### config.mk
export PLATFORM = sky130hd
export DESIGN_NAME = decoder_pipe_flat
export DESIGN_NICKNAME = d
export VERILOG_FILES = /design/src/rtl/decoder_pipe_pkg.sv /design/src/rtl/decoder_pipe_if.sv /design/src/rtl/decoder_pipe_onehot.sv /design/src/rtl/decoder_pipe.sv /design/src/flat_wrapper.sv
export SDC_FILE = /design/constraint.sdc
export NUM_CORES = 1
export LEC_CHECK = 0
export BUFFER_PORTS_ARGS = -buffer_cell sky130_fd_sc_hd__buf_2
export CAP_MARGIN = 40
export CORE_MARGIN = 8
export CORE_UTILIZATION = 31
export CTS_BUF_LIST = sky130_fd_sc_hd__clkbuf_8 sky130_fd_sc_hd__clkbuf_16
export CTS_CLUSTER_SIZE = 20
export DETAILED_ROUTE_END_ITERATION = 12
export PLACE_DENSITY = 0.64
export SLEW_MARGIN = 40
export SYNTH_ARGS = -nofsm -noshare
export SYNTH_HDL_FRONTEND = slang
export SYNTH_HIERARCHICAL = 1
export SYNTH_SLANG_ARGS = --single-unit
### constraint.sdc
create_clock -name clk -period 3.4 [get_ports clk]
set_clock_uncertainty 0.15 [all_clocks]
set_input_delay 0.17 -clock clk [delete_from_list [all_inputs] [get_ports clk]]
set_output_delay 0.17 -clock clk [all_outputs]
set_load 0.05 [all_outputs]
### src/rtl/decoder_pipe_pkg.sv
// Shared constants and helpers for the pipelined multi-port register-file write decoder.
package decoder_pipe_pkg;

  localparam int MAX_PORTS  = 4;
  localparam int MAX_STAGES = 2;

  // Selects which pipeline point feeds the conflict counter.
  typedef enum logic [1:0] {
    STG_IN   = 2'd0,
    STG_DEC  = 2'd1,
    STG_PIPE = 2'd2
  } stage_sel_e;

  function automatic int code_w(input int w);
    return 1 << w;
  endfunction

endpackage

### src/rtl/decoder_pipe_if.sv
// Request/response bundle between a decoder_pipe and its driver.
interface decoder_pipe_if #(
  parameter int WIDTH = 4,
  parameter int PORTS = 2,
  parameter int CNT_W = 8
);
  localparam int CW = decoder_pipe_pkg::code_w(WIDTH);

  logic                     clken;
  logic [PORTS*WIDTH-1:0]   addr;
  logic [PORTS-1:0]         en;
  logic [PORTS*CW-1:0]      code;
  logic [CW-1:0]            code_any;
  logic                     valid;
  logic                     conflict;
  logic [CNT_W-1:0]         conflict_cnt;

  modport master (
    output clken, addr, en,
    input  code, code_any, valid, conflict, conflict_cnt
  );

  modport slave (
    input  clken, addr, en,
    output code, code_any, valid, conflict, conflict_cnt
  );

endinterface

### src/rtl/decoder_pipe_onehot.sv
// Single-channel WIDTH-to-2**WIDTH one-hot decoder with enable; purely combinational.
module decoder_onehot
  import decoder_pipe_pkg::*;
#(
  parameter int WIDTH = 4
) (
  input  logic [WIDTH-1:0]          addr,
  input  logic                      en,
  output logic [code_w(WIDTH)-1:0]  code
);
  localparam int CW = code_w(WIDTH);

  assign code = en ? (CW'(1) << addr) : '0;

endmodule

### src/rtl/decoder_pipe.sv
// Pipelined multi-port address decoder with fixed lowest-index priority and a saturating conflict counter.
// Optional build macro DECODER_PIPE_ZERO_MASK_EN suppresses decoding of address 0.
module decoder_pipe
  import decoder_pipe_pkg::*;
#(
  parameter int WIDTH  = 4,
  parameter int PORTS  = 2,
  parameter int STAGES = 1,
  parameter int CNT_W  = 8
) (
  input  logic           clk,
  input  logic           rst_n,
  decoder_pipe_if.slave  bus
);
  localparam int CW = code_w(WIDTH);
  localparam stage_sel_e CNT_TAP = (STAGES == MAX_STAGES) ? STG_PIPE : STG_DEC;

  logic [PORTS-1:0][WIDTH-1:0] addr_v;
  logic [PORTS-1:0]            en_eff;
  logic [PORTS-1:0][CW-1:0]    raw;
  logic [PORTS-1:0][CW-1:0]    code_s1;
  logic [CW-1:0]               any_s1;
  logic                        valid_s1;
  logic                        conflict_s1;

  assign addr_v = bus.addr;

  for (genvar p = 0; p < PORTS; p++) begin : g_lane
`ifdef DECODER_PIPE_ZERO_MASK_EN
    // $zero is never a write target, so such a channel is treated as idle.
    assign en_eff[p] = bus.en[p] & (addr_v[p] != '0);
`else
    assign en_eff[p] = bus.en[p];
`endif
    decoder_onehot #(.WIDTH(WIDTH)) u_dec (
      .addr (addr_v[p]),
      .en   (en_eff[p]),
      .code (raw[p])
    );
  end

  always_comb begin
    logic [CW-1:0] claimed;
    claimed = '0;
    for (int p = 0; p < PORTS; p++) begin
      code_s1[p] = raw[p] & ~claimed;
      claimed    = claimed | raw[p];
    end
    any_s1 = claimed;
  end

  always_comb begin
    conflict_s1 = 1'b0;
    for (int i = 0; i < PORTS; i++)
      for (int j = i + 1; j < PORTS; j++)
        if (en_eff[i] && en_eff[j] && (addr_v[i] == addr_v[j]))
          conflict_s1 = 1'b1;
  end

  assign valid_s1 = |en_eff;

  logic [PORTS-1:0][CW-1:0] code_q [1:STAGES];
  logic [CW-1:0]            any_q  [1:STAGES];
  logic [STAGES:1]          vld_pipe;
  logic [STAGES:1]          conf_pipe;
  logic [CNT_W-1:0]         cnt_q;
  logic                     conf_load;

  // The counter watches whatever is about to land in the output stage.
  if (CNT_TAP == STG_DEC) begin : g_tap_s1
    assign conf_load = conflict_s1;
  end else begin : g_tap_pipe
    assign conf_load = conf_pipe[STAGES-1];
  end

  always_ff @(posedge clk) begin
    if (!rst_n) begin
      for (int s = 1; s <= STAGES; s++) begin
        code_q[s] <= '0;
        any_q[s]  <= '0;
      end
      vld_pipe  <= '0;
      conf_pipe <= '0;
      cnt_q     <= '0;
    end else if (bus.clken) begin
      code_q[1]    <= code_s1;
      any_q[1]     <= any_s1;
      vld_pipe[1]  <= valid_s1;
      conf_pipe[1] <= conflict_s1;
      for (int s = 2; s <= STAGES; s++) begin
        code_q[s]    <= code_q[s-1];
        any_q[s]     <= any_q[s-1];
        vld_pipe[s]  <= vld_pipe[s-1];
        conf_pipe[s] <= conf_pipe[s-1];
      end
      if (conf_load && (cnt_q != '1))
        cnt_q <= cnt_q + CNT_W'(1);
    end
  end

  assign bus.code         = code_q[STAGES];
  assign bus.code_any     = any_q[STAGES];
  assign bus.valid        = vld_pipe[STAGES];
  assign bus.conflict     = conf_pipe[STAGES];
  assign bus.conflict_cnt = cnt_q;

  logic [CW-1:0] seen, overlap;
  always_comb begin
    seen    = '0;
    overlap = '0;
    for (int p = 0; p < PORTS; p++) begin
      overlap = overlap | (seen & code_q[STAGES][p]);
      seen    = seen | code_q[STAGES][p];
    end
  end

  a_code_exclusive: assert property (@(posedge clk) disable iff (!rst_n) overlap == '0);
  a_any_bounded:    assert property (@(posedge clk) disable iff (!rst_n)
                                     $countones(bus.code_any) <= PORTS);
`ifdef DECODER_PIPE_ZERO_MASK_EN
  a_zero_masked:    assert property (@(posedge clk) disable iff (!rst_n) !bus.code_any[0]);
`endif

endmodule

### src/flat_wrapper.sv
// flat-port wrapper written by rule: the top's interface ports become plain ports
module decoder_pipe_flat import decoder_pipe_pkg::*;
#(
  parameter int WIDTH  = 4,
  parameter int PORTS  = 2,
  parameter int STAGES = 1,
  parameter int CNT_W  = 8
)
  (clk, rst_n, bus_clken, bus_addr, bus_en, bus_code, bus_code_any, bus_valid, bus_conflict, bus_conflict_cnt);
  decoder_pipe_if #(.WIDTH(WIDTH), .PORTS(PORTS), .CNT_W(CNT_W)) bus_i ();
  input  logic clk;
  input  logic rst_n;
  input wire logic [$bits(bus_i.clken)-1:0] bus_clken;
  input wire logic [$bits(bus_i.addr)-1:0] bus_addr;
  input wire logic [$bits(bus_i.en)-1:0] bus_en;
  output wire logic [$bits(bus_i.code)-1:0] bus_code;
  output wire logic [$bits(bus_i.code_any)-1:0] bus_code_any;
  output wire logic [$bits(bus_i.valid)-1:0] bus_valid;
  output wire logic [$bits(bus_i.conflict)-1:0] bus_conflict;
  output wire logic [$bits(bus_i.conflict_cnt)-1:0] bus_conflict_cnt;
  assign bus_i.clken = bus_clken;
  assign bus_i.addr = bus_addr;
  assign bus_i.en = bus_en;
  assign bus_code = bus_i.code;
  assign bus_code_any = bus_i.code_any;
  assign bus_valid = bus_i.valid;
  assign bus_conflict = bus_i.conflict;
  assign bus_conflict_cnt = bus_i.conflict_cnt;
  decoder_pipe #(.WIDTH(WIDTH), .PORTS(PORTS), .STAGES(STAGES), .CNT_W(CNT_W)) u_core (.clk(clk), .rst_n(rst_n), .bus(bus_i));
endmodule
## Yosys cells after proc, flatten, opt, wreduce, memory -nomap -nowiden

Memories as Yosys holds them, arrays and structs flattened.
Cells that the tools add are included.

| cells by class | value |
|---|---|
| add/subtract/negate cells | 1 |
| bitwise operators | 5 |
| shifts and indexed selects | 2 |
| reduce and logical (&&, ||, !) cells | 5 |
| equality and inequality tests | 2 |
| multiplexer cells | 9 |

Operator list:

| kind | number |
|---|---|
| two-way mux 16 bit | 3 |
| two-way mux 32 bit | 1 |
| left shift 1 x 4 -> 16 bit (first input constant) | 2 |
| AND 16 bit | 1 |
| inverter 16 bit | 1 |
| bitwise OR 16 bit | 1 |
| adder 8 x 1 -> 8 bit (second input constant) | 1 |
| inequality test 8 bit (second input constant) | 1 |
| two-way mux 1 bit | 5 |
| == test 4 bit | 1 |
| logical AND 1 bit | 3 |
| bitwise OR 1 bit | 2 |
| AND reduction 2 bit | 1 |
| OR reduction 2 bit | 1 |

| storage, ports and cells | value |
|---|---|
| input port bits | 13 |
| register bits | 10 |
| memories kept | 2 |
| RAM bits | 48 |
| output and inout port bits | 58 |
| logic and storage cells | 29 |

Memory list:

| memory | words | width | rd ports | clocked after Yosys merged registers in | write ports | line | source |
|---|---|---|---|---|---|---|---|
| u_core.code_q | 1 | 32 | 1 | 0 | 1 | decoder_pipe.sv:62 | `logic [PORTS-1:0][CW-1:0] code_q [1:STAGES];` |
| u_core.any_q | 1 | 16 | 1 | 0 | 1 | decoder_pipe.sv:63 | `logic [CW-1:0] any_q [1:STAGES];` |

## Depth between registers and ports, before layout

| depth | value |
|---|---|
| depth in word-level cells | 5 |
| gate-level depth with buffers | 5 |
| mapped depth without buffers | 5 |

## Hierarchy

The synthesis kept the hierarchy.

By module, submodules not included:

| module | times used | cells each | sequential area each (um^2) | area each (um^2) |
|---|---|---|---|---|
| decoder_pipe | 1 | 188 | 1,641.6 | 2,401.1 |
| decoder_onehot | 2 | 23 | 0.0 | 120.1 |

## Least setup slack after synthesis

OpenSTA, ideal clock, no wires.

| timing | value |
|---|---|
| kind | input to register |
| start point | input port bus_clken |
| end point | memory u_core/any_q[1][0] (netlist name) (enable) |
| library setup time | 0.413 ns |
| arrival | 1.597 ns |
| required time | 2.837 ns |
| slack | 1.240 ns |
| stages | 2 |
| path through | clkbuf_1 nand2b_1 |

| between the ends | value |
|---|---|
| cells in the longest elaborated chain, start to end | 4 |

RTL lines:

| what | line | source |
|---|---|---|
| from (decl) | flat_wrapper.sv:13 | `input wire logic [$bits(bus_i.clken)-1:0] bus_clken;` |
| two-way mux 1 bit | decoder_pipe.sv:85 | `end else if (bus.clken) begin` |
| two-way mux 1 bit | decoder_pipe.sv:77 | `if (!rst_n) begin` |
| two-way mux 1 bit (implied by the code) | decoder_pipe.sv:87 | `any_q[1] <= any_s1;` |
| bitwise OR 1 bit (no source line) | - |  |
| to (decl) | decoder_pipe.sv:63 |  |

No other way between the ends.

## Worst setup path after layout

| timing | value |
|---|---|
| start point | register u_core.cnt_q[0], in the netlist u_core/bus.conflict_cnt[0] |
| end point | register u_core.cnt_q[0], in the netlist u_core/bus.conflict_cnt[0] |

| between the ends | value |
|---|---|
| cells in the longest elaborated chain, start to end | 3 |
| elaborated cells on any way between the ends | 4 |
| classes of those cells | add/sub: 1; eq/ne: 1; reduce/logical: 2 |

RTL lines:

| what | line | source |
|---|---|---|
| from (decl) | decoder_pipe.sv:66 | `logic [CNT_W-1:0] cnt_q;` |
| from (signal assigned) | decoder_pipe.sv:97 | `cnt_q <= cnt_q + CNT_W'(1);` |
| parallel branches: the longest is 3 deep, another holds adder 8 x 1 -> 8 bit | - |  |

Parallel ways; which one is timed is not known.
A chain may end at the register's enable or synchronous reset.

==> results.sh <==
export IMPL_outcome="complete, no violations"
export IMPL_internal_power_w=0.00109
export IMPL_timing_max_slew_rel_slack_pct=61.7
export IMPL_synthesis_nets=248
export IMPL_floorplan_initialDensity_pct=32.0
export IMPL_synth_edff_count=48
export IMPL_final_antenna_net_count=0
export IMPL_startpoint_type="flip-flop"
export IMPL_total_length_of_routed_met3_wires_um=604
export IMPL_synth_largest_area_cell="edfxtp_1"
export IMPL_critical_path_arrival_ns=1.83
export IMPL_avgSynthCellArea_um2=11.3
export IMPL_layout_cell_area_non_filler_um2=3240
export IMPL_grt_antenna_before_repair=0
export IMPL_final_min_period_over_clock_period_pct=50.8
export IMPL_cts_root_to_sink_buffers=2
export IMPL_route_final_wire_length_um=6480
export IMPL_total_switching_power_w=0.000458
export IMPL_met2RoutedLength_um=3010
export IMPL_async_reset_ff_share_pct=0
export IMPL_finalSetupViolations=0
export IMPL_hold_path_class="in -> reg"
export IMPL_numCtsBuffers=9
export IMPL_gp_routability_congestion=0.791
export IMPL_pre_cts_slack_ns=1.51
export IMPL_place_port_buffers=70
export IMPL_max_cap_violations=0
export IMPL_post_cts_setup_buffers=0
export IMPL_timing_hold_violations_final=0
export IMPL_max_freq_ghz=0.579
export IMPL_syn_instance_count=234
export IMPL_critical_path_endpoint_type="flip-flop"
export IMPL_cts_reportedPaths_clkPinSlew_ns=0.06
export IMPL_synth_top_flop_cell="edfxtp_1"
export IMPL_clkLatencyLatePin_ns=0.33
export IMPL_setup_slack_ns=1.67
export IMPL_hold_path_depth=3
export IMPL_via_count_of_the_first_global_routing_pass=1952
export IMPL_syn_cell_area_um2=2640
export IMPL_wire_length_of_the_first_global_routing_pass_um=10000
export IMPL_worstPathRequired_ns=3.51
export IMPL_cts_tree="built"
export IMPL_maxUsedRoutingLayer="met4"
export IMPL_gr_total_overflow=0
export IMPL_io_pins=71
export IMPL_grt_setup_unrepaired="no"
export IMPL_place_detailed_hpwl_um=4650
export IMPL_worst_reg_to_reg_cells=4
export IMPL_global_route_usage_sum_pct=11.2
export IMPL_postPlaceCellArea_um2=3090
export IMPL_max_vdd_ir_drop_mv=0.174
export IMPL_floorplan_die_height_um=108
export IMPL_die_area_um2=11700
export IMPL_path_class="reg -> reg"
export IMPL_power_leakage_nw=1.36
export IMPL_synth_distinct_cells=31
export IMPL_netlist_top_cells_count="nor2_1, edfxtp_1, and3_1, nor3b_1, nand2_1"
export IMPL_cts_repair_resize_count=0
export IMPL_route_layer_met1_wl_um=2730
export IMPL_yosysMostFrequentCell="nor2_1"
export IMPL_final_nets=321
export IMPL_power_density_nw_per_um2=478
export IMPL_final_fill_count=845
export IMPL_route_detailed_wl_per_inst_um=15.6
export IMPL_cts_hold_buffers_added=0
export IMPL_seq_power_share_pct=52.2
export IMPL_worst_slew_pin_slew_ns=0.572
export IMPL_post_drt_via_cell_ratio=4.80
export IMPL_layout_cell_share_with_drive_strength_beyond_1_pct=29.9
export IMPL_post_synth_main_area_contributors="edfxtp_1, nor2_1, dfxtp_1"
export IMPL_setup_total_negative_slack_ns=0
export IMPL_drtPass1Iterations=4
export IMPL_synth_yosys_warnings=6
export IMPL_htree_levels=3
export IMPL_areaGrowthSynthToFinish_pct=22.8
export IMPL_power_share_switching_pct=29.5
export IMPL_clock_power_share_pct=32.2
export IMPL_placement_rows=33
export IMPL_ys_seq_elements=58
export IMPL_cts_sink_count=58
export IMPL_residual_drc_count=0
export IMPL_critPathMaxFanout=8
export IMPL_number_of_slew_limit_violations_in_the_final_report=0
export IMPL_min_period_ns=1.73
export IMPL_route_vias_total=1997
export IMPL_detailed_router_s_first_iteration_violation_count=102
export IMPL_seq_area_frac_synth_pct=62.2
export IMPL_chipWidth_um=108
export IMPL_power_combinational_fraction_pct=15.6
export IMPL_largest_net_degree_at_the_start_of_global_routing=37
export IMPL_num_antenna_cells=0
export IMPL_clock_tree_root_cell="clkbuf_8"
export IMPL_share_of_yosys_cell_area_claimed_by_the_top_area_cell_type_pct=54.6
export IMPL_floorplan_core_area_um2=8260
-- metal layers --
metal,GRT usage (%),up-vias
met5,0,-
met4,5.38,0
met3,4.82,14
met2,16.9,79
met1,13.4,908
li1,-,996
-- cell usage in the layout (no fill, tap or decap), drive strengths merged, types with 4 or more instances in the layout --
cell	count
nand3	6
dfxtp	10
nor3b	16
a21oi	4
nand2b	9
buf	71
nor3	9
mux2i	5
xnor2	4
edfxtp	48
clkinv	5
clkbuf	9
nand2	11
nand3b	4
nor2	58
and3	18
-- cell type report --
class / count / area [um2] / area share (%)
flip-flops and latches: 58 / 1640 / 50.6
multi-input cells: 165 / 956 / 29.5
repair buffers: 71 / 358 / 11.0
well taps: 105 / 131 / 4.05
clock buffers: 9 / 124 / 3.82
clock inverters: 6 / 26.3 / 0.810
inverters: 2 / 7.51 / 0.231
-- cells by family after synthesis --
| group | share of synthesized area [%] |
|---|---|
| AOI/OAI and AO/OA | 2.08 |
| xor gates and xnor gates | 1.33 |
| adders and majority gates | 0.474 |
| buffers and inverters | 1.85 |
| DFF | 62.2 |
| muxes | 1.89 |
| and+or+nand+nor | 30.2 |
-- flip-flops by register name (all words and copies together), names as in the netlist --
name and cells:
u_core/any_q 16, u_core/bus.conflict 1, u_core/bus.conflict_cnt 8, u_core/bus.valid 1, u_core/code_q 32
-- worst max-delay path, cell delays in order, from the launching register on --
cell	delay, ns
dfxtp_1	0.34
ha_1	0.25
and4_4	0.22
or4_1	0.50
a21oi_1	0.19
-- final timing paths --
path                                              to                                    start  slack, ns
min reg2reg  u_core/bus.conflict_cnt[6]$_SDFFE_PN0P_  u_core/bus.conflict_cnt[6]$_SDFFE_PN0P_       0.35
max reg2reg  u_core/bus.conflict_cnt[0]$_SDFFE_PN0P_  u_core/bus.conflict_cnt[0]$_SDFFE_PN0P_       1.67
max          u_core/bus.conflict_cnt[0]$_SDFFE_PN0P_  u_core/bus.conflict_cnt[0]$_SDFFE_PN0P_       1.67
min                    u_core/bus.valid$_SDFFE_PN0P_                                bus_en[0]       0.03
-- power by group through the flow --
stage	Combinational, W	Sequential, W	Clock (W)
2_1_floorplan	0.0000516	0.000953	0
3_3_place_gp	0.000242	0.000826	0
3_5_place_dp	0.000245	0.000826	0
4_1_cts	0.000245	0.000811	0.000517
5_1_grt	0.000257	0.000813	0.000544
6_report	0.000243	0.000810	0.000499
-- metrics by stage --
| stage | hold WS [ns] | util, % | std cells | total power, W |
|---|---|---|---|---|
| 3_3_place_gp | 0.321 | 37.4 | 401 | 0.00107 |
| 6_report | 0.0325 | 39.3 | 416 | 0.00155 |
| 3_5_place_dp | 0.339 | 37.5 | 401 | 0.00107 |
| 5_1_grt | 0.0403 | 39.3 | 416 | 0.00161 |
| 4_1_cts | 0.0147 | 39.3 | 416 | 0.00157 |
| 2_1_floorplan | 0.187 | - | 234 | 0.00100 |
No activity file was read; power rests on OpenSTA's default activity.
